===== src/rtl/snake_step_ctrl.sv =====
// Game-step sequencer: divides clk into move steps, commits direction, advances the
// wrapping head coordinate, tracks length and runs the IDLE/RUN/PAUSE/DEAD state machine.
module snake_step_ctrl #(
    parameter int TICK_DIV = 12_500_000,
    parameter int GRID_W   = 16,
    parameter int GRID_H   = 16,
    parameter int START_X  = 8,
    parameter int START_Y  = 8,
    parameter int INIT_LEN = 3,
    parameter int MAX_LEN  = 15
) (
    input  logic                           clk,
    input  logic                           reset,
    input  logic [1:0]                     s_dir,
    input  logic                           start,
    input  logic                           pause,
    input  logic                           eat,
    input  logic                           body_hit,
    output logic                           step,
    output logic [$clog2(GRID_W)-1:0]      head_x,
    output logic [$clog2(GRID_H)-1:0]      head_y,
    output logic [1:0]                     cur_dir,
    output logic [$clog2(MAX_LEN+1)-1:0]   length,
    output logic                           running,
    output logic                           dead
);

    localparam int XW = $clog2(GRID_W);
    localparam int YW = $clog2(GRID_H);
    localparam int LW = $clog2(MAX_LEN + 1);
    localparam int CW = $clog2(TICK_DIV);
    localparam logic [CW-1:0] CNT_LAST = CW'(TICK_DIV - 1);

    typedef enum logic [1:0] {ST_IDLE, ST_RUN, ST_PAUSE, ST_DEAD} state_t;

    state_t          state_q, state_d;
    logic [XW-1:0]   head_x_q, head_x_d;
    logic [YW-1:0]   head_y_q, head_y_d;
    logic [1:0]      cur_dir_q, cur_dir_d;
    logic [LW-1:0]   length_q, length_d;
    logic [CW-1:0]   cnt_q, cnt_d;
    logic            grow_q, grow_d;
    logic            step_q, step_d;

    logic            init;
    logic            at_last;
    logic            step_evt;
    logic [1:0]      new_dir;

    // State register
    always_ff @(posedge clk) begin
        if (reset) begin
            state_q <= ST_IDLE;
        end else begin
            state_q <= state_d;
        end
    end

    // Next-state logic; a collision outranks a pause request
    always_comb begin
        state_d = state_q;
        case (state_q)
            ST_IDLE:  if (start) state_d = ST_RUN;
            ST_RUN: begin
                if (body_hit)   state_d = ST_DEAD;
                else if (pause) state_d = ST_PAUSE;
            end
            ST_PAUSE: if (!pause) state_d = ST_RUN;
            ST_DEAD:  if (start) state_d = ST_RUN;
            default:  state_d = ST_IDLE;
        endcase
    end

    // Output decode
    always_comb begin
        running = (state_q == ST_RUN);
        dead    = (state_q == ST_DEAD);
        step    = step_q;
        head_x  = head_x_q;
        head_y  = head_y_q;
        cur_dir = cur_dir_q;
        length  = length_q;
    end

    assign init     = ((state_q == ST_IDLE) || (state_q == ST_DEAD)) && start;
    assign at_last  = (cnt_q == CNT_LAST);
    assign step_evt = (state_q == ST_RUN) && at_last && !body_hit && !pause;
    // The bitwise complement of a direction code is its exact opposite
    assign new_dir  = (s_dir == ~cur_dir_q) ? cur_dir_q : s_dir;

    always_comb begin
        head_x_d  = head_x_q;
        head_y_d  = head_y_q;
        cur_dir_d = cur_dir_q;
        length_d  = length_q;
        cnt_d     = cnt_q;
        grow_d    = grow_q;
        step_d    = 1'b0;
        if (init) begin
            head_x_d  = XW'(START_X);
            head_y_d  = YW'(START_Y);
            cur_dir_d = 2'b00;
            length_d  = LW'(INIT_LEN);
            cnt_d     = '0;
            grow_d    = 1'b0;
        end else begin
            if (state_q == ST_RUN) begin
                cnt_d = at_last ? '0 : cnt_q + CW'(1);
            end
            if (step_evt) begin
                step_d    = 1'b1;
                cur_dir_d = new_dir;
                case (new_dir)
                    2'b00:   head_y_d = head_y_q - YW'(1);
                    2'b01:   head_x_d = head_x_q - XW'(1);
                    2'b10:   head_x_d = head_x_q + XW'(1);
                    default: head_y_d = head_y_q + YW'(1);
                endcase
                if (grow_q || eat) begin
                    if (length_q < LW'(MAX_LEN)) length_d = length_q + LW'(1);
                    grow_d = 1'b0;
                end
            end else if (eat && ((state_q == ST_RUN) || (state_q == ST_PAUSE))) begin
                grow_d = 1'b1;
            end
        end
    end

    always_ff @(posedge clk) begin
        if (reset) begin
            head_x_q  <= XW'(START_X);
            head_y_q  <= YW'(START_Y);
            cur_dir_q <= 2'b00;
            length_q  <= LW'(INIT_LEN);
            cnt_q     <= '0;
            grow_q    <= 1'b0;
            step_q    <= 1'b0;
        end else begin
            head_x_q  <= head_x_d;
            head_y_q  <= head_y_d;
            cur_dir_q <= cur_dir_d;
            length_q  <= length_d;
            cnt_q     <= cnt_d;
            grow_q    <= grow_d;
            step_q    <= step_d;
        end
    end

endmodule


===== config.mk =====
export PLATFORM = sky130hd
export DESIGN_NAME = snake_step_ctrl
export DESIGN_NICKNAME = d
export VERILOG_FILES = /design/src/rtl/snake_step_ctrl.sv
export SDC_FILE = /design/constraint.sdc
export NUM_CORES = 1
export LEC_CHECK = 0
export ABC_AREA = 0
export CAP_MARGIN = 40
export CORE_ASPECT_RATIO = 1.1
export CORE_MARGIN = 10
export CORE_UTILIZATION = 60
export DETAILED_ROUTE_END_ITERATION = 8
export HOLD_SLACK_MARGIN = 0.15
export PLACE_DENSITY = 0.86
export SYNTH_ARGS = -nofsm -noshare
export SYNTH_HDL_FRONTEND = slang
export SYNTH_SLANG_ARGS = --single-unit

===== constraint.sdc =====
create_clock -name clk -period 3.81 [get_ports clk]
set_clock_uncertainty 0.05 [all_clocks]
set_input_delay 0.762 -clock clk [delete_from_list [all_inputs] [get_ports clk]]
set_output_delay 0.762 -clock clk [all_outputs]
set_load 0.02 [all_outputs]

==> out/results.ini, run 1 <==
[global_route]
grt_antenna_before_repair = 0
grt_max_degree = 20
track_usage_pct = 13.8
grt_pass1_vias = 1695
grt.overflow.total = 0
grt_first_pass_wirelength_um = 7550

[power_and_ir_drop]
powerDensity_nw_per_um2 = 329
peakVddDrop_v = 0.000252
leakagePower_nw = 1.01

[synth]
yosysTopAreaCell = dfxtp_1
synthMostInstantiatedCell = dfxtp_1
synth_edf_count = 0
syn-cell-area_um2 = 2220
ys_types = 45
syn_nets = 257
avgSynthCellArea_um2 = 9.46
ys_seq_area_share_pct = 37.8
synth_warnings = 0
ys.flop_type = dfxtp_1
ys_top_cells_by_count = 42 x dfxtp_1, 36 x nor2_1, 19 x xor2_1
syn_inst = 235
ys_seq_elements = 42
yosysTopAreaCellShare_pct = 37.8
yosys-top-cells-area = dfxtp_1 38%, xor2_1 7.5%, ha_1 6.8%, nor2_1 6.1%, xnor2_1 4.3%
async_reset_ff_share_pct = 0

[final_layout]
final_nets = 282
stdcell_count = 309
final_core_util_pct = 71.1
syn_to_final_growth_pct = 15.1
drive_gt1_share_pct = 8.11
diodes = 0

[worst_setup_path]
cp_cell_sequence = clkdlybuf4s50_1, xnor2_1, mux2i_1, ha_1, inv_1, ha_1, a21o_1, a21oi_1, xnor2_1, or3_1, nand3_1
rr_worst_depth = 10
critPathRequiredTime_ns = 3.99
cp.depth = 11
r2r_start = cur_dir[1]$_SDFFE_PP0P_
critPathLaunch = s_dir[1]
r2r_slack_ns = 1.18
max_stage_delay_ns = 0.45
worstPathBufferInverterCount = 2
path_class = in2reg
end_kind = register
path_max_fanout = 3
cpMaxStageDelayCell = clkdlybuf4s50_1
startpoint_type = primary input
r2r_end = head_x[3]$_SDFFE_PP1P_
crit_arrival_ns = 3.38
crit_family = buffers and inverters

[placement]
dp_hpwl_um = 3080
dpl_worst_slack_ns = 0.466
routabilityCongestion = 0.788
io_buffers = 24
placed_cells = 303

[route]
vias_per_cell = 5.43
drc = 0
firstDrtPassIters = 6
routed_wirelength_um = 4320
route.antenna.remaining_nets = 0
wire_per_inst_um = 14.0
vias = 1679
drt_iter0_drc = 44

[timing]
worstMarginPinSlew_ns = 0.610
rsz0062_at_grt = no
setup_violations = 0
worst_slack_ns = 0.619
fin_crit_ns = 3.19
drv_slew = 0
slew_headroom_pct = 59.3
max_clock_freq_ghz = 0.313
finalHoldViolations = 0
post-route-period-util_pct = 83.7
tns_ns = 0

[cts]
ctsHoldBuffers = 0
cts_buffer_depth = 2
post_cts_buffers = 0
clk_latency_ns = 0.29
cts_tree = done
h-tree-depth = 2
cts_buffers = 5
ctsResizeCount = 0
ctsRootBufferMaster = clkbuf_8
clock_sinks = 42
clk_pin_slew_ns = 0.07

[die]
die_w_um = 78.0
start_util_pct = 61.8
die-height_um = 83.8
coreArea_um2 = 3600
io_pins = 25
fp.dieArea_um2 = 6540
rows = 23

[outcome]
status = completed

[hold_path]
holdPathEnd = head_x[3]$_SDFFE_PP1P_
holdPathStages = 2
hp-class = reg2reg
hold_start = head_x[3]$_SDFFE_PP1P_

[flow_run]
timing.max_cap.violations = 0

==> worst reg2reg max path: stages, from the launching register on <==
cell	delay [ns]
dfxtp_1	0.34
xnor2_1	0.28
mux2i_1	0.38
ha_1	0.26
inv_1	0.10
ha_1	0.27
a21o_1	0.17
a21oi_1	0.18
xnor2_1	0.11
or3_1	0.35
nand3_1	0.08
==> cell type report <==
class	instances	area, µm²
Tap cell	50	62.6
Inverter	13	48.8
Clock buffer	6	82.6
Sequential cell	42	841
Multi-Input combinational cell	174	1280
Timing Repair Buffer	24	240
Fill cell	301	1040
==> cell usage in the layout (no fill, tap or decap), drive strengths merged <==
cell type      instances
or3                    4
fa                     2
and3                   2
nand3                 12
clkdlybuf4s50         24
and4bb                 2
nor3b                  2
dfxtp                 42
nand2b                 1
nor4                   3
a21o                   3
nand2                 13
nand3b                 2
xor2                  19
or2                    2
a221o                  1
nor3                   3
inv                   13
o21ai                  5
mux2i                  8
and2                   1
a21oi                 10
a31oi                  1
xnor2                 11
ha                    12
nor2                  36
nand4                 10
and4b                  1
and4                   3
a211oi                 2
clkbuf                 6
a21boi                 2
mux2                   1
==> cells by family after synthesis <==
| family | count (synthesis) | share of synthesized area [%] |
|---|---|---|
| compound gates | 24 | 7.21 |
| mux | 9 | 4.11 |
| fa+ha+maj | 14 | 8.56 |
| simple gates | 97 | 26.1 |
| xor+xnor | 30 | 11.8 |
| buf+inv | 19 | 4.39 |
| flops | 42 | 37.8 |
==> sequential cells by signal, summed over array words and instances (netlist names) <==
name,cells
head_x,4
cur_dir,2
cnt_q,24
length,4
head_y,4
state_q,2
grow_q,1
step,1
==> power by group <==
part | switching, W | internal, W | total (W) | leakage (nW)
Clock | 0.000137 | 0.000140 | 0.000276 | 0.0431
Sequential | 0.00000752 | 0.000447 | 0.000454 | 0.339
Combinational | 0.0000692 | 0.0000431 | 0.000112 | 0.626
==> worst max-delay path by stage <==
stage | end | slack, ns
after floorplan | head_x[3]$_SDFFE_PP1P_ | 1.11
after global placement | head_x[3]$_SDFFE_PP1P_ | 0.58
after detailed placement | head_x[3]$_SDFFE_PP1P_ | 0.47
after CTS | head_x[3]$_SDFFE_PP1P_ | 0.61
after global routing | head_x[3]$_SDFFE_PP1P_ | 0.47
final | head_x[3]$_SDFFE_PP1P_ | 0.62
==> metrics by stage <==
stage          instance area [µm²]  power, W  hold slack, ns
6_report                      2560  0.000843           0.456
5_1_grt                       2560  0.000881           0.473
4_1_cts                       2560  0.000853           0.456
3_5_place_dp                  2480  0.000576           0.445
3_3_place_gp                  2480  0.000573           0.441
2_1_floorplan                 2220  0.000551           0.421
==> per-layer routing <==
metal  vias to the layer above  track usage, %  share of wire (%)  routed length, µm
li1                        850               -                  -                  -
met1                       798            14.7                 42               1800
met2                        22            23.8                 52               2240
met3                         9            5.17                4.6                200
met4                         0            5.55                1.8                 76
met5                         -               0                  0                  0
Note: power is estimated with default switching activity, not from simulation.
==> inputs of run 2 (changes only) <==
CORE_UTILIZATION = 56   (was 60)
PLACE_DENSITY = 0.82   (was 0.86)
clock period = 3.2 ns   (was 3.81 ns; I/O delays follow)
==> run 2 against run 1 <==
Via count decreased by 1.7%. Die area rose by 5.3%. Sequential share of layout area shrank 0.54 points. Worst setup slack lost 0.26 ns. Flip-flop and latch count unchanged.
==> out/results.ini, run 2 (synthesis results as in run 1) <==
[outcome]
status = completed  ; unchanged

[timing]
worst_slack_ns = 0.358  ; was 0.619 ns
worstMarginPinSlew_ns = 0.641  ; was 0.610 ns
post-route-period-util_pct = 88.8
max_clock_freq_ghz = 0.352
setup_violations = 0  ; unchanged
tns_ns = 0  ; unchanged
slew_headroom_pct = 57.3  ; was 59.3%
rsz0062_at_grt = no  ; unchanged
fin_crit_ns = 2.84
drv_slew = 0  ; unchanged
finalHoldViolations = 0  ; unchanged

[global_route]
track_usage_pct = 13.2  ; was 13.8%
grt.overflow.total = 0  ; unchanged
grt_pass1_vias = 1672  ; was 1695
grt_antenna_before_repair = 0  ; unchanged
grt_max_degree = 20  ; unchanged
grt_first_pass_wirelength_um = 7450  ; was 7550 µm

[cts]
ctsHoldBuffers = 0  ; unchanged
ctsRootBufferMaster = clkbuf_8  ; unchanged
clk_pin_slew_ns = 0.08  ; was 0.07 ns
clock_sinks = 42  ; unchanged
cts_tree = done  ; unchanged
h-tree-depth = 2  ; unchanged
post_cts_buffers = 0  ; unchanged
ctsResizeCount = 0  ; unchanged
cts_buffers = 5  ; unchanged
clk_latency_ns = 0.30  ; was 0.29 ns
cts_buffer_depth = 2  ; unchanged

[worst_setup_path]
path_class = in2reg  ; unchanged
critPathRequiredTime_ns = 3.39  ; was 3.99 ns
cp_cell_sequence = clkdlybuf4s50_1, xnor2_1, mux2_2, ha_1, inv_1, ha_1, a21o_1, a21oi_1, xnor2_1, or3_1, nand3_1  ; was clkdlybuf4s50_1, xnor2_1, mux2i_1, ha_1, inv_1, ha_1, a21o_1, a21oi_1, xnor2_1, or3_1, nand3_1
r2r_start = cur_dir[0]$_SDFFE_PP0P_  ; was cur_dir[1]$_SDFFE_PP0P_
startpoint_type = primary input  ; unchanged
critPathLaunch = s_dir[0]  ; was s_dir[1]
max_stage_delay_ns = 0.50  ; was 0.45 ns
path_max_fanout = 3  ; unchanged
end_kind = register  ; unchanged
crit_arrival_ns = 3.03  ; was 3.38 ns
cpMaxStageDelayCell = clkdlybuf4s50_1  ; unchanged

[final_layout]
largest_reg_flops = 24  ; unchanged
final_common_cell = dfxtp_1  ; unchanged
drive_gt1_share_pct = 9.51  ; was 8.11%
nFillCells = 303  ; was 301
final_nets = 284  ; was 282
diodes = 0  ; unchanged
regMostFlops = cnt_q  ; unchanged
final_cell_mix = 42 x dfxtp_1, 36 x nor2_1, 24 x clkdlybuf4s50_1  ; unchanged
layout.area.seq_um2 = 841  ; unchanged
multi_input_area_um2 = 1280  ; unchanged
stdcell_area_um2 = 2600  ; was 2560 µm²
syn_to_final_growth_pct = 17.1  ; was 15.1%

[power_and_ir_drop]
peakVddDrop_v = 0.000352  ; was 0.000252 V
leakagePower_nw = 1.03  ; was 1.01 nW
powerDensity_nw_per_um2 = 410  ; was 329 nW/µm²

[route]
vias_per_cell = 5.27  ; was 5.43
routed_wirelength_um = 4180  ; was 4320 µm
route.antenna.remaining_nets = 0  ; unchanged
drc = 0  ; unchanged
firstDrtPassIters = 5  ; was 6
drt_iter0_drc = 54  ; was 44
wire_per_inst_um = 13.4  ; was 14.0 µm
vias = 1650  ; was 1679

[die]
die-height_um = 86.1  ; was 83.8 µm
io_pins = 25  ; unchanged
rows = 23  ; unchanged
fp.dieArea_um2 = 6890  ; was 6540 µm²
coreArea_um2 = 3740  ; was 3600 µm²
start_util_pct = 59.4  ; was 61.8%
die_w_um = 80.1  ; was 78.0 µm

[placement]
io_buffers = 24  ; unchanged
routabilityCongestion = 0.819  ; was 0.788
dp_hpwl_um = 3150  ; was 3080 µm
dpl-instance-area_um2 = 2490  ; was 2480 µm²
dpl_worst_slack_ns = 0.0422  ; was 0.466 ns

[hold_path]
hp-class = reg2reg  ; unchanged
hold_start = cur_dir[0]$_SDFFE_PP0P_  ; was head_x[3]$_SDFFE_PP1P_

[flow_run]
timing.max_cap.violations = 0  ; unchanged

run 2: cell types whose count changed in the layout (fill, tap and decap cells not counted), sizes merged:
| cell | before | now |
|---|---|---|
| buf | 0 | 2 |
| clkbuf | 6 | 8 |
run 2: final timing paths:
path	to	slack (ns)	cells after the start
max	head_x[3]$_SDFFE_PP1P_	0.36	11
min	cur_dir[0]$_SDFFE_PP0P_	0.46	2
max reg2reg	head_x[3]$_SDFFE_PP1P_	0.80	10
min reg2reg	cur_dir[0]$_SDFFE_PP0P_	0.46	2
run 2: critical path, delay by kind of cell:
kind,cells,cell delay (ns)
adders and majority gates,2,0.43
xor gates and xnor gates,2,0.22
buffers and inverters,2,0.59
and+or+nand+nor,2,0.43
AOI/OAI and AO/OA,2,0.34
muxes,1,0.38
run 2: metrics by stage:
step                hold WS (ns)  total power [W]  utilization (%)  cells
floorplan                  0.421         0.000655                -    235
global placement           0.435         0.000685             66.6    305
finish                     0.461          0.00107             69.5    313
detailed placement         0.454         0.000687             66.6    305
global route               0.483          0.00112             69.5    313
CTS                        0.463          0.00108             69.5    313
run 2: area by class of cell:
cell class	count	share of cell area, %
multi-input cells	174	49.4
flip-flops and latches	42	32.3
repair buffers	26	9.81
clock buffers	8	4.23
well taps	50	2.41
inverters	13	1.88
run 2: report_power, final:
group	switching [W]	total, W	internal (W)
combinational	0.0000805	0.000133	0.0000527
sequential	0.00000950	0.000541	0.000532
clock	0.000175	0.000392	0.000218
total	0.000265	0.00107	0.000802
run 2: metal layers:
metal  vias to the layer above  wire length [µm]  share of wire (%)  GRT usage (%)
met3                         6               211                5.0           3.76
met5                         -                 0                  0              0
met1                       759              1960                 47           15.6
met4                         0                73                1.7           5.77
met2                        28              1940                 46           21.5
li1                        857                 -                  -              -
